## src/rtl/fn_mem_pkg.sv

```systemverilog
// Shared image-ROM constants: geometry, read latency and the fixed
// port assignment used by the background, sprite and overlay units.
package fn_mem_pkg;

  localparam int ADDR_W     = 19;
  localparam int DATA_W     = 12;
  localparam int ROM_RD_LAT = 1;

  localparam int PORT_BG    = 0;
  localparam int PORT_FRUIT = 1;
  localparam int PORT_TRAIL = 2;
  localparam int PORT_SCORE = 3;

  typedef logic [ADDR_W-1:0] rom_addr_t;
  typedef logic [DATA_W-1:0] pixel_t;

endpackage

```

## src/rtl/rr_pick.sv

```systemverilog
// Combinational round-robin picker over ports 1..N-1: the first requester
// at or after ptr wins, wrapping from N-1 back to 1.
module rr_pick #(
  parameter int N  = 4,
  parameter int PW = $clog2(N)
) (
  input  logic [N-1:1]  req,
  input  logic [PW-1:0] ptr,
  output logic [N-1:1]  gnt,
  output logic [PW-1:0] winner
);

  int   idx;
  logic found;

  always_comb begin
    // NOTE: every output gets a default before the search so no path leaves it unassigned (no latch).
    gnt    = '0;
    winner = '0;
    found  = 1'b0;
    idx    = 1;
    for (int k = 0; k < N - 1; k++) begin
      // Offset keeps the modulo operand non-negative even for an illegal ptr of 0.
      idx = ((int'(ptr) + N - 2 + k) % (N - 1)) + 1;
      if (!found && req[idx]) begin
        found    = 1'b1;
        gnt[idx] = 1'b1;
        winner   = PW'(idx);
      end
    end
  end

endmodule

```

## src/rtl/rom_port_arbiter.sv

```systemverilog
// Shares the single registered-read image ROM between the video port (0,
// strict priority) and round-robin overlay ports, tagging each response.
module rom_port_arbiter #(
  parameter int N_PORTS = 4,
  parameter int ADDR_W  = fn_mem_pkg::ADDR_W,
  parameter int DATA_W  = fn_mem_pkg::DATA_W,
  parameter int ID_W    = $clog2(N_PORTS)
) (
  input  logic                      clk,
  input  logic                      rst,
  input  logic [N_PORTS-1:0]        req,
  input  logic [N_PORTS*ADDR_W-1:0] addr,
  output logic [N_PORTS-1:0]        gnt,
  output logic [ADDR_W-1:0]         rom_addr,
  output logic                      rom_en,
  input  logic [DATA_W-1:0]         rom_data,
  output logic                      rsp_valid,
  output logic [ID_W-1:0]           rsp_id,
  output logic [DATA_W-1:0]         rsp_data
);

  localparam logic [ID_W-1:0] BG_ID    = ID_W'(fn_mem_pkg::PORT_BG);
  localparam logic [ID_W-1:0] FIRST_RR = ID_W'(1);
  localparam logic [ID_W-1:0] LAST_RR  = ID_W'(N_PORTS - 1);

  logic [ID_W-1:0]    rr_ptr;
  logic [ID_W-1:0]    rr_win;
  logic [ID_W-1:0]    win_id;
  logic [ID_W-1:0]    id_s1;
  logic [N_PORTS-1:1] rr_gnt;
  logic               accept;

  rr_pick #(
    .N  (N_PORTS),
    .PW (ID_W)
  ) u_pick (
    .req    (req[N_PORTS-1:1]),
    .ptr    (rr_ptr),
    .gnt    (rr_gnt),
    .winner (rr_win)
  );

  always_comb begin
    gnt    = '0;
    win_id = rr_win;
    if (req[0]) begin
      gnt[0] = 1'b1;
      win_id = BG_ID;
    end else begin
      gnt[N_PORTS-1:1] = rr_gnt;
    end
  end

  assign accept   = |gnt;
  assign rsp_data = rom_data;

  // rom_en doubles as the stage-1 valid bit; rsp_valid/rsp_id are stage 2,
  // aligned with the cycle the ROM drives its data.
  always_ff @(posedge clk) begin
    if (rst) begin
      rr_ptr    <= FIRST_RR;
      rom_addr  <= '0;
      rom_en    <= 1'b0;
      id_s1     <= '0;
      rsp_valid <= 1'b0;
      rsp_id    <= '0;
    end else begin
      // NOTE: non-blocking assignments so every register samples pre-edge values.
      rom_en <= accept;
      if (accept) begin
        rom_addr <= addr[int'(win_id)*ADDR_W +: ADDR_W];
      end
      if (accept && !req[0]) begin
        rr_ptr <= (rr_win == LAST_RR) ? FIRST_RR : rr_win + FIRST_RR;
      end
      id_s1     <= accept ? win_id : BG_ID;
      rsp_valid <= rom_en;
      rsp_id    <= id_s1;
    end
  end

endmodule

```

## config.mk

```make
export PLATFORM = sky130hd
export DESIGN_NAME = rom_port_arbiter
export DESIGN_NICKNAME = d
export VERILOG_FILES = /design/src/rtl/fn_mem_pkg.sv /design/src/rtl/rr_pick.sv /design/src/rtl/rom_port_arbiter.sv
export SDC_FILE = /design/constraint.sdc
export NUM_CORES = 1
export LEC_CHECK = 0
export BUFFER_PORTS_ARGS = -buffer_cell sky130_fd_sc_hd__buf_4
export CAP_MARGIN = 20
export CELL_PAD_IN_SITES_DETAIL_PLACEMENT = 1
export CELL_PAD_IN_SITES_GLOBAL_PLACEMENT = 2
export CORE_ASPECT_RATIO = 0.9
export CORE_MARGIN = 4
export CORE_UTILIZATION = 26
export CTS_BUF_LIST = sky130_fd_sc_hd__clkbuf_4
export DETAILED_ROUTE_END_ITERATION = 16
export PLACE_DENSITY_LB_ADDON = 0.1
export SETUP_SLACK_MARGIN = 0.4
export SLEW_MARGIN = 20
export SYNTH_ARGS = -nofsm -noshare
export SYNTH_HDL_FRONTEND = slang
export SYNTH_SLANG_ARGS = --single-unit
export TNS_END_PERCENT = 50
```

## constraint.sdc

```tcl
create_clock -name clk -period 4.7 [get_ports clk]
set_input_delay 0.94 -clock clk [delete_from_list [all_inputs] [get_ports clk]]
set_output_delay 0.94 -clock clk [all_outputs]
set_load 0.01 [all_outputs]
```

# Word-level counts from Yosys, hierarchy flattened

Index checks and enable logic that the tools add are counted.
W data, S select, Z words.

Flip-flop bits (word level): 27
Bits of input ports: 94
Output and inout bits: 39
Word-level logic and storage cells: 67

$add $sub $neg: 8
Multipliers: 1
Div/mod/pow operators: 3
Order comparisons: 6
Eq/ne operators: 1
Shifts and indexed selects: 1
Multiplexer cells: 27
Bitwise gates (word level): 3
Reductions and logical operators: 11

Operators with widths:

| operator                | count |
|---|---|
| $add A32 B2 Y32 const B | 4 |
| $ge A32 B1 Y1 const B   | 3 |
| $lt A32 B4 Y1 const B   | 3 |
| $mod A32 B3 Y32 const B | 3 |
| $shiftx A76 B8 Y19      | 1 |
| $add A32 B3 Y32 const B | 1 |
| $mux W1                 | 12 |
| $mux W3                 | 4 |
| $mux W2                 | 5 |
| $mul A2 B5 Y7 const B   | 1 |
| $bmux W1 S2             | 3 |
| $demux W1 S2            | 3 |
| $logic_and A1 B1 Y1     | 6 |
| $or A3 B3 Y3            | 2 |
| $sub A4 B2 Y5 const B   | 1 |
| $add A2 B3 Y4 const B   | 1 |
| $reduce_or A4 Y1        | 1 |
| $logic_not A1 Y1        | 3 |
| $add A2 B1 Y2 const B   | 1 |
| $eq A2 B2 Y1 const B    | 1 |
| $reduce_or A2 Y1        | 1 |
| $not A1 Y1              | 1 |

# Longest topological paths before layout

Gate-level depths: netlist of the first run.

Depth in word-level cells: 18
Mapped depth: 12
Depth with buffers taken out: 9

# Modules after synthesis

A second synthesis of the first run with hierarchy kept.

Cell total of the unflattened synthesis: 265
Area, all modules: 2179.6 um^2

By module, submodules not included:

| module           | times used | cells each | area each (um^2) | sequential area each (um^2) |
|---|---|---|---|---|
| rom_port_arbiter | 1          | 214        | 1844.3           | 540.5 |
| rr_pick          | 1          | 51         | 335.3            | 0.0 |

# Worst setup path before layout of the first run

No wires, ideal clock.

Kind: input to output
From: input req[3]
To: output gnt[3]
Data arrival time: 2034 ps
Data required time: 3760 ps
Path slack: 1726 ps
Cell stages on the path: 6
Buffers on the path: 2
Cells stage by stage: buf_2 nand2b_1 or2_1 a32oi_2 buf_2 and2_1

Longest elaborated chain between the ends: 11
Elaborated cells on any way between the ends: 21
Those cells by class: mux: 15; bitwise: 2; reduce/logical: 4

Ends and longest elaborated chain:

| item                                        | RTL line               | text |
|---|---|---|
| from (decl)                                 | rom_port_arbiter.sv:11 | `input logic [N_PORTS-1:0] req,` |
| $bmux W1 S2                                 | rr_pick.sv:25          | `if (!found && req[idx]) begin` |
| $mux W1 (not written as such) (2 in series) | rr_pick.sv:25          |  |
| $mux W1                                     | rr_pick.sv:25          |  |
| $logic_not A1 Y1                            | rr_pick.sv:25          |  |
| $logic_and A1 B1 Y1                         | rr_pick.sv:25          |  |
| $mux W1                                     | rr_pick.sv:25          |  |
| $logic_not A1 Y1                            | rr_pick.sv:25          |  |
| $logic_and A1 B1 Y1                         | rr_pick.sv:25          |  |
| $mux W3 (*)                                 | rr_pick.sv:25          |  |
| $mux W3 (*)                                 | rom_port_arbiter.sv:46 | `if (req[0]) begin` |
| to (decl)                                   | rom_port_arbiter.sv:13 | `output logic [N_PORTS-1:0] gnt,` |

Every way passes the cells marked *; elsewhere a longest branch is shown, timed or not. The select of a mux whose other input is x is not followed.

# Final worst setup path of the first run

From: register rr_ptr[0]
To: output gnt[2]

Longest elaborated chain between the ends: 15
Elaborated cells on any way between the ends: 46
Those cells by class: add/sub: 7; div: 3; order compare: 6; mux: 21; bitwise: 2; reduce/logical: 7

Ends and longest elaborated chain:

| item                                                                     | RTL line               | text |
|---|---|---|
| from (decl)                                                              | rom_port_arbiter.sv:26 | `logic [ID_W-1:0] rr_ptr;` |
| from (signal assigned)                                                   | rom_port_arbiter.sv:74 | `rr_ptr <= (rr_win == LAST_RR) ? FIRST_RR : rr_win + FIRST_RR;` |
| $add A2 B3 Y4 (*)                                                        | rr_pick.sv:24          | `idx = ((int'(ptr) + N - 2 + k) % (N - 1)) + 1;` |
| $sub A4 B2 Y5 (*)                                                        | rr_pick.sv:24          |  |
| parallel branches: the longest is 11 deep, another holds $add A32 B2 Y32 | n/a                    |  |
| $mux W3 (*)                                                              | rr_pick.sv:25          |  |
| $mux W3 (*)                                                              | rom_port_arbiter.sv:46 |  |

Mark *: on every way between the ends. The select of a mux whose other input is x is not followed.

==> results of run 1 <==
placed cells by master (no fill, tap or decap), types with 2 or more instances in the layout:
| cell | n |
|---|---|
| nor3_1 | 2 |
| a21boi_0 | 19 |
| inv_1 | 5 |
| clkbuf_4 | 3 |
| or2_1 | 2 |
| buf_4 | 113 |
| and2_1 | 2 |
| a31oi_1 | 19 |
| nand3b_1 | 2 |
| a21oi_1 | 5 |
| a22oi_1 | 21 |
| nor2_1 | 11 |
| o41ai_1 | 20 |
| nor2b_1 | 9 |
| ha_1 | 5 |
| dfxtp_1 | 27 |
| nor3b_1 | 2 |
| o221ai_1 | 19 |
| nand2_1 | 6 |
| and3_1 | 19 |
| o21ai_1 | 5 |
| o21ai_0 | 5 |
| nand2b_1 | 2 |
final cells by class:
cell class                 count  area, µm²
tap                          119        149
clock buffer                   3       22.5
timing repair buffer         113        848
sequential                    27        541
fill                        1061       5550
clock inverter                 1       5.00
multi-input combinational    193       1430
inverter                       6       22.5
where the power goes:
group	leakage (µW)	switching (µW)	internal, µW
Sequential	0.000224	50.6	326
Combinational	0.00105	591	410
Clock	0.0000177	76.5	32.0
synthesized netlist by cell type (all sizes together) (3+ instances only):
cell type	count	area share
a22oi	21	0.069
inv	6	0.0099
dfxtp	27	0.24
nor2b	9	0.025
nand2	6	0.0099
or2	3	0.0094
and3	19	0.052
clkbuf	14	0.023
o221ai	19	0.073
a31oi	20	0.058
o41ai	20	0.077
a21boi	20	0.066
nor2	11	0.018
o21ai	11	0.024
ha	5	0.028
buf	36	0.11
a21oi	5	0.011
through the flow:
| step | cells | cell area [µm²] | util | hold WS [ns] |
|---|---|---|---|---|
| CTS | 462 | 3010 | 0.351 | 0.471 |
| global placement | 458 | 2980 | 0.348 | 0.435 |
| floorplan | 276 | 2270 | - | 0.414 |
| detailed placement | 458 | 2980 | 0.348 | 0.443 |
| global route | 462 | 3010 | 0.352 | 0.489 |
| finish | 462 | 3010 | 0.352 | 0.463 |
worst reg2reg max path, delay by kind of cell (launching register included):
family | cells | cell delay [ns]
mux | 1 | 0.27
simple gates | 3 | 0.51
flops | 1 | 0.37
compound gates | 2 | 0.87
fa+ha+maj | 2 | 0.99
buf+inv | 1 | 0.08
path summary, 6_finish.rpt:
kind	from	endpoint	slack, ns	depth (start not counted)
worst max-delay path	rr_ptr[0]	gnt[2]	1.29	7
worst min-delay path	id_s1[1]	rsp_id[1]	0.46	1
worst max register to register	rr_ptr[0]	rr_ptr[1]	1.52	9
worst min register to register	id_s1[1]	rsp_id[1]	0.46	1
registers in the layout, summed over array words and instances, names as in the netlist:
register and flops:
rom_addr 19, id_s1 2, rr_ptr 2, rsp_id 2
rom_en 1, rsp_valid 1
cells by family (layout without fill, tap and decap cells):
kind of cell             count (synthesis)  in the layout  synth area share
AO/OA/AOI/OAI                          124            124             0.420
adder cells (fa/ha/maj)                  6              6            0.0325
buffers and inverters                   56            123             0.145
flip-flops                              27             27             0.238
multiplexers                             3              3            0.0154
AND/OR/NAND/NOR                         60             60             0.150
metal layers:
| metal | up-vias | global-route usage | part of all wire |
|---|---|---|---|
| met4 | 0 | 0.0295 | 0.0057 |
| li1 | 1204 | - | - |
| met2 | 65 | 0.244 | 0.47 |
| met1 | 1152 | 0.216 | 0.46 |
| met3 | 6 | 0.0334 | 0.065 |
| met5 | - | 0 | 0 |
==> impl_results.md, run 1 <==
* Vias per std cell at 5.25
* Type of the worst min-delay path: flop to flop
* Cts hold-fix bufs at 0
* Max Cap Viol at 0
* CP peak stage delay at 0.58 ns
* Seq/Total Area, Yosys at 0.238
* CP Class: flop to primary output
* Post-Syn Nets at 375
* Boundary Pins at 133
* Syn Area/Cell at 8.24 µm²
* Syn Inst Count at 276
* CTS buffer count at 3
* Die Wd at 107 µm
* Pwr Total at 1490 µW
* RSZ-0062 raised after global routing: false
* CP most frequent cell: inv_1
* All-Layer GR Usage at 0.154
* Initial antenna violation count at 0
* Worst path bufs/invs at 3
* Worst Max-Slew Pin Slew at 1.02 ns
* Fmax achieved at 293 MHz
* PortBufs at 108
* Max Clock Skew at 0.0141 ns
* First-pass GRT wire length at 13.0 mm
* FF+latch count, synth at 27
* Routed WL per cell at 18.1 µm
* CTS tree: built
* Post-cts sizing count at 0
* Critical path peak fanout at 14
* Crit path DAT at 2.47 ns
* Final count of pins violating max slew at 0
* Core Footprint at 8570 µm²
* Static Leak at 0.00129 µW
* Status: finished, final reports clean
* Area growth syn-to-layout at 32.5%
* CP startpoint kind: flop
* Root Driver: clkbuf_4
* Post-DRT Antenna Nets at 0
* Count of cell types in the netlist at 43
* DP Wirelength at 6.07 mm
* Crit share post-route at 0.725
* Final number of hold-violating endpoints at 0
* CP Capture Type: primary output
* Ant diodes at 0
* Max-slew headroom at 0.318
* Die footprint at 10300 µm²
* Core Rows at 32
* Final setup vio count at 0
* Final GP Congestion at 0.745
* Minimum clock period at 3.41 ns
* Total congestion overflow at 0
* Slowest CP cell: ha_1
* Reg clk slew, reported paths at 0.17 ns
* Post-synth EDFFs at 0
* Mapped cell area at 2270 µm²
* Max rail drop VDD at 0.113 mV
* Setup TNS at 0 ns
* Top Family by Delay on Critical Path: compound AO/OA/AOI/OAI gates
* # Post-CTS Setup Buffers at 0
* Synth warn at 0
* Routed via count at 2427
* Remaining DRCs at 0
* Post-synth ARST share at 0
* Pre-Repair DR Iteration Count at 4
* CP Cell Sequence: inv_1 -> ha_1 -> inv_1 -> o41ai_1 -> a22oi_1 -> nor2_1 -> buf_4
* Number of H-tree levels at 1
* Total Routed Length at 8.36 mm
* WP data required at 3.76 ns
* Largest net degree at the start of global routing at 40
* Clock sinks at 27
* Die Ht at 96.7 µm
* Maximum clock insertion buffer count at 2
* Setup WS post-layout at 1.29 ns
* Post-place setup slack at 1.48 ns
* Leading register cell type out of synthesis: dfxtp_1
* Initial core utilization at 0.265
* Number of global-route vias before repair at 2438
* NumNets Final at 443
* Worst-Skew Late Latency at 0.34 ns
* First DRT Iteration DRCs at 109
* PwrDens at 493 nW/µm²
* Fraction of layout cells with a size suffix above 1 at 0.376
Note: power is estimated with default switching activity, not from simulation.
==> inputs of run 2 (changes only) <==
--- a/config.mk
+++ b/config.mk
@@ -11,7 +11,7 @@
 export CELL_PAD_IN_SITES_GLOBAL_PLACEMENT = 2
 export CORE_ASPECT_RATIO = 0.9
 export CORE_MARGIN = 4
-export CORE_UTILIZATION = 26
+export CORE_UTILIZATION = 24
 export CTS_BUF_LIST = sky130_fd_sc_hd__clkbuf_4
 export DETAILED_ROUTE_END_ITERATION = 16
 export PLACE_DENSITY_LB_ADDON = 0.1
==> constraint.sdc (replaced) <==
create_clock -name clk -period 3.45 [get_ports clk]
set_input_delay 0.69 -clock clk [delete_from_list [all_inputs] [get_ports clk]]
set_output_delay 0.69 -clock clk [all_outputs]
set_load 0.01 [all_outputs]
==> impl_results.md, run 2 (synthesis gave the netlist of run 1 again) <==
* Crit path DAT at 2.19 ns (was 2.47 ns)
* Clock sinks at 27 (unchanged)
* CTS tree: built (unchanged)
* Ant diodes at 0 (unchanged)
* NumNets Final at 445 (was 443)
* Worst Max-Slew Pin Slew at 0.774 ns (was 1.02 ns)
* Initial core utilization at 0.248 (was 0.265)
* WP data required at 2.76 ns (was 3.76 ns)
* PwrDens at 674 nW/µm² (was 493 nW/µm²)
* First-pass GRT wire length at 13.5 mm (was 13.0 mm)
* Max rail drop VDD at 0.222 mV (was 0.113 mV)
* Routed WL per cell at 18.6 µm (was 18.1 µm)
* Minimum clock period at 2.88 ns
* Number of H-tree levels at 1 (unchanged)
* Largest register FFs at 19 (unchanged)
* Setup TNS at 0 ns (unchanged)
* First DRT Iteration DRCs at 126 (was 109)
* CP Capture Type: primary output (unchanged)
* All-Layer GR Usage at 0.149 (was 0.154)
* Total Routed Length at 8.68 mm (was 8.36 mm)
* Boundary Pins at 133 (unchanged)
* Initial antenna violation count at 0 (unchanged)
* Routed via count at 2430 (was 2427)
* RSZ-0062 raised after global routing: true (was false)
* Reg clk slew, reported paths at 0.16 ns (was 0.17 ns)
* Die Ht at 100 µm (was 96.7 µm)
* Vias per std cell at 5.20 (was 5.25)
* Final number of hold-violating endpoints at 0 (unchanged)
* Maximum clock insertion buffer count at 2 (unchanged)
* Slowest CP cell: ha_2 (was ha_1)
* Pre-Repair DR Iteration Count at 4 (unchanged)
* Crit share post-route at 0.834
* Fraction of layout cells with a size suffix above 1 at 0.391 (was 0.376)
* Core Footprint at 9170 µm² (was 8570 µm²)
* Remaining DRCs at 0 (unchanged)
* Root Driver: clkbuf_4 (unchanged)
* CP Cell Sequence: inv_1 -> ha_2 -> nor2b_1 -> o21ai_1 -> a32oi_2 -> and2_1 -> buf_4 (was inv_1 -> ha_1 -> inv_1 -> o41ai_1 -> a22oi_1 -> nor2_1 -> buf_4)
* Cts hold-fix bufs at 0 (unchanged)
* Critical path peak fanout at 19 (was 14)
* Status: finished, final reports clean (unchanged)
* FILL cells at 1115 (was 1061)
* Area growth syn-to-layout at 34.7% (was 32.5%)
* CP Class: flop to primary output (unchanged)
* Largest net degree at the start of global routing at 40 (unchanged)
* Max Clock Skew at 0.00197 ns (was 0.0141 ns)
* Total congestion overflow at 0 (unchanged)
* Most flop-heavy register: rom_addr (unchanged)
* Static Leak at 0.00130 µW (was 0.00129 µW)
* Max-slew headroom at 0.484 (was 0.318)
* # Post-CTS Setup Buffers at 0 (unchanged)
* Pwr Total at 2070 µW (was 1490 µW)
* Commonest non-fill, non-tap cell in the layout: buf_4 (unchanged)
* Worst-Skew Late Latency at 0.33 ns (was 0.34 ns)
* Fmax achieved at 348 MHz
* Core Rows at 33 (was 32)
* Die Wd at 111 µm (was 107 µm)
* DP Wirelength at 6.36 mm (was 6.07 mm)
* CP startpoint kind: flop (unchanged)
* Post-DRT Antenna Nets at 0 (unchanged)
* Final count of pins violating max slew at 0 (unchanged)
* Post-cts sizing count at 1 (was 0)
* Type of the worst min-delay path: flop to flop (unchanged)
* Highest-count cells in the layout ignoring fill and taps: 115 x buf_4, 27 x dfxtp_1, 21 x a22oi_1 (was 113 x buf_4, 27 x dfxtp_1, 21 x a22oi_1)
* CP peak stage delay at 0.40 ns (was 0.58 ns)
* PortBufs at 108 (unchanged)
* Number of global-route vias before repair at 2605 (was 2438)
* Final setup vio count at 0 (unchanged)
* Final GP Congestion at 0.693 (was 0.745)
* Die footprint at 11100 µm² (was 10300 µm²)
* CTS buffer count at 3 (unchanged)
* Max Cap Viol at 0 (unchanged)
==> run 2: cell type report <==
type	instances	area (µm²)	area share
multi-input cells	193	1450	0.475
repair buffers	115	863	0.282
flip-flops and latches	27	541	0.176
well taps	122	153	0.0498
clock buffers	3	22.5	0.00735
inverters	6	22.5	0.00735
clock inverters	1	7.51	0.00245
==> run 2: worst paths after layout <==
| kind | start | endpoint | slack (ns) | cells after the start |
|---|---|---|---|---|
| worst min register to register | id_s1[1] | rsp_id[1] | 0.46 | 1 |
| worst max register to register | rr_ptr[1] | rr_ptr[1] | 0.92 | 8 |
| worst max-delay path | rr_ptr[1] | gnt[3] | 0.57 | 7 |
| worst min-delay path | id_s1[1] | rsp_id[1] | 0.46 | 1 |
==> run 2: worst max-delay path, delay by kind of cell (launching register included) <==
| kind | cells | cell delay [ns] |
|---|---|---|
| buffers and inverters | 2 | 0.26 |
| AOI/OAI and AO/OA | 2 | 0.34 |
| DFF | 1 | 0.39 |
| adders and majority gates | 1 | 0.40 |
| and+or+nand+nor | 2 | 0.45 |
==> run 2: power by group <==
group          switching, µW  internal, µW
registers               72.2           445
logic                    820           581
clock network            103          44.4
==> run 2: layer usage <==
metal,routed length (µm),up-vias,GRT usage
met5,0,-,0
met4,59,0,0.0284
met3,438,4,0.0283
met2,4210,58,0.251
met1,3970,1157,0.201
li1,-,1211,-
==> run 2: stage by stage <==
| step | worst slack (ns) | hold WS, ns | util | std cells | area, µm² |
|---|---|---|---|---|---|
| CTS | 0.313 | 0.460 | 0.331 | 467 | 3030 |
| finish | 0.574 | 0.456 | 0.334 | 467 | 3060 |
| detailed placement | 0.722 | 0.427 | 0.327 | 463 | 3000 |
| global route | 0.373 | 0.470 | 0.334 | 467 | 3060 |
| floorplan | 0.976 | 0.414 | - | 276 | 2270 |
| global placement | 0.764 | 0.428 | 0.327 | 463 | 3000 |
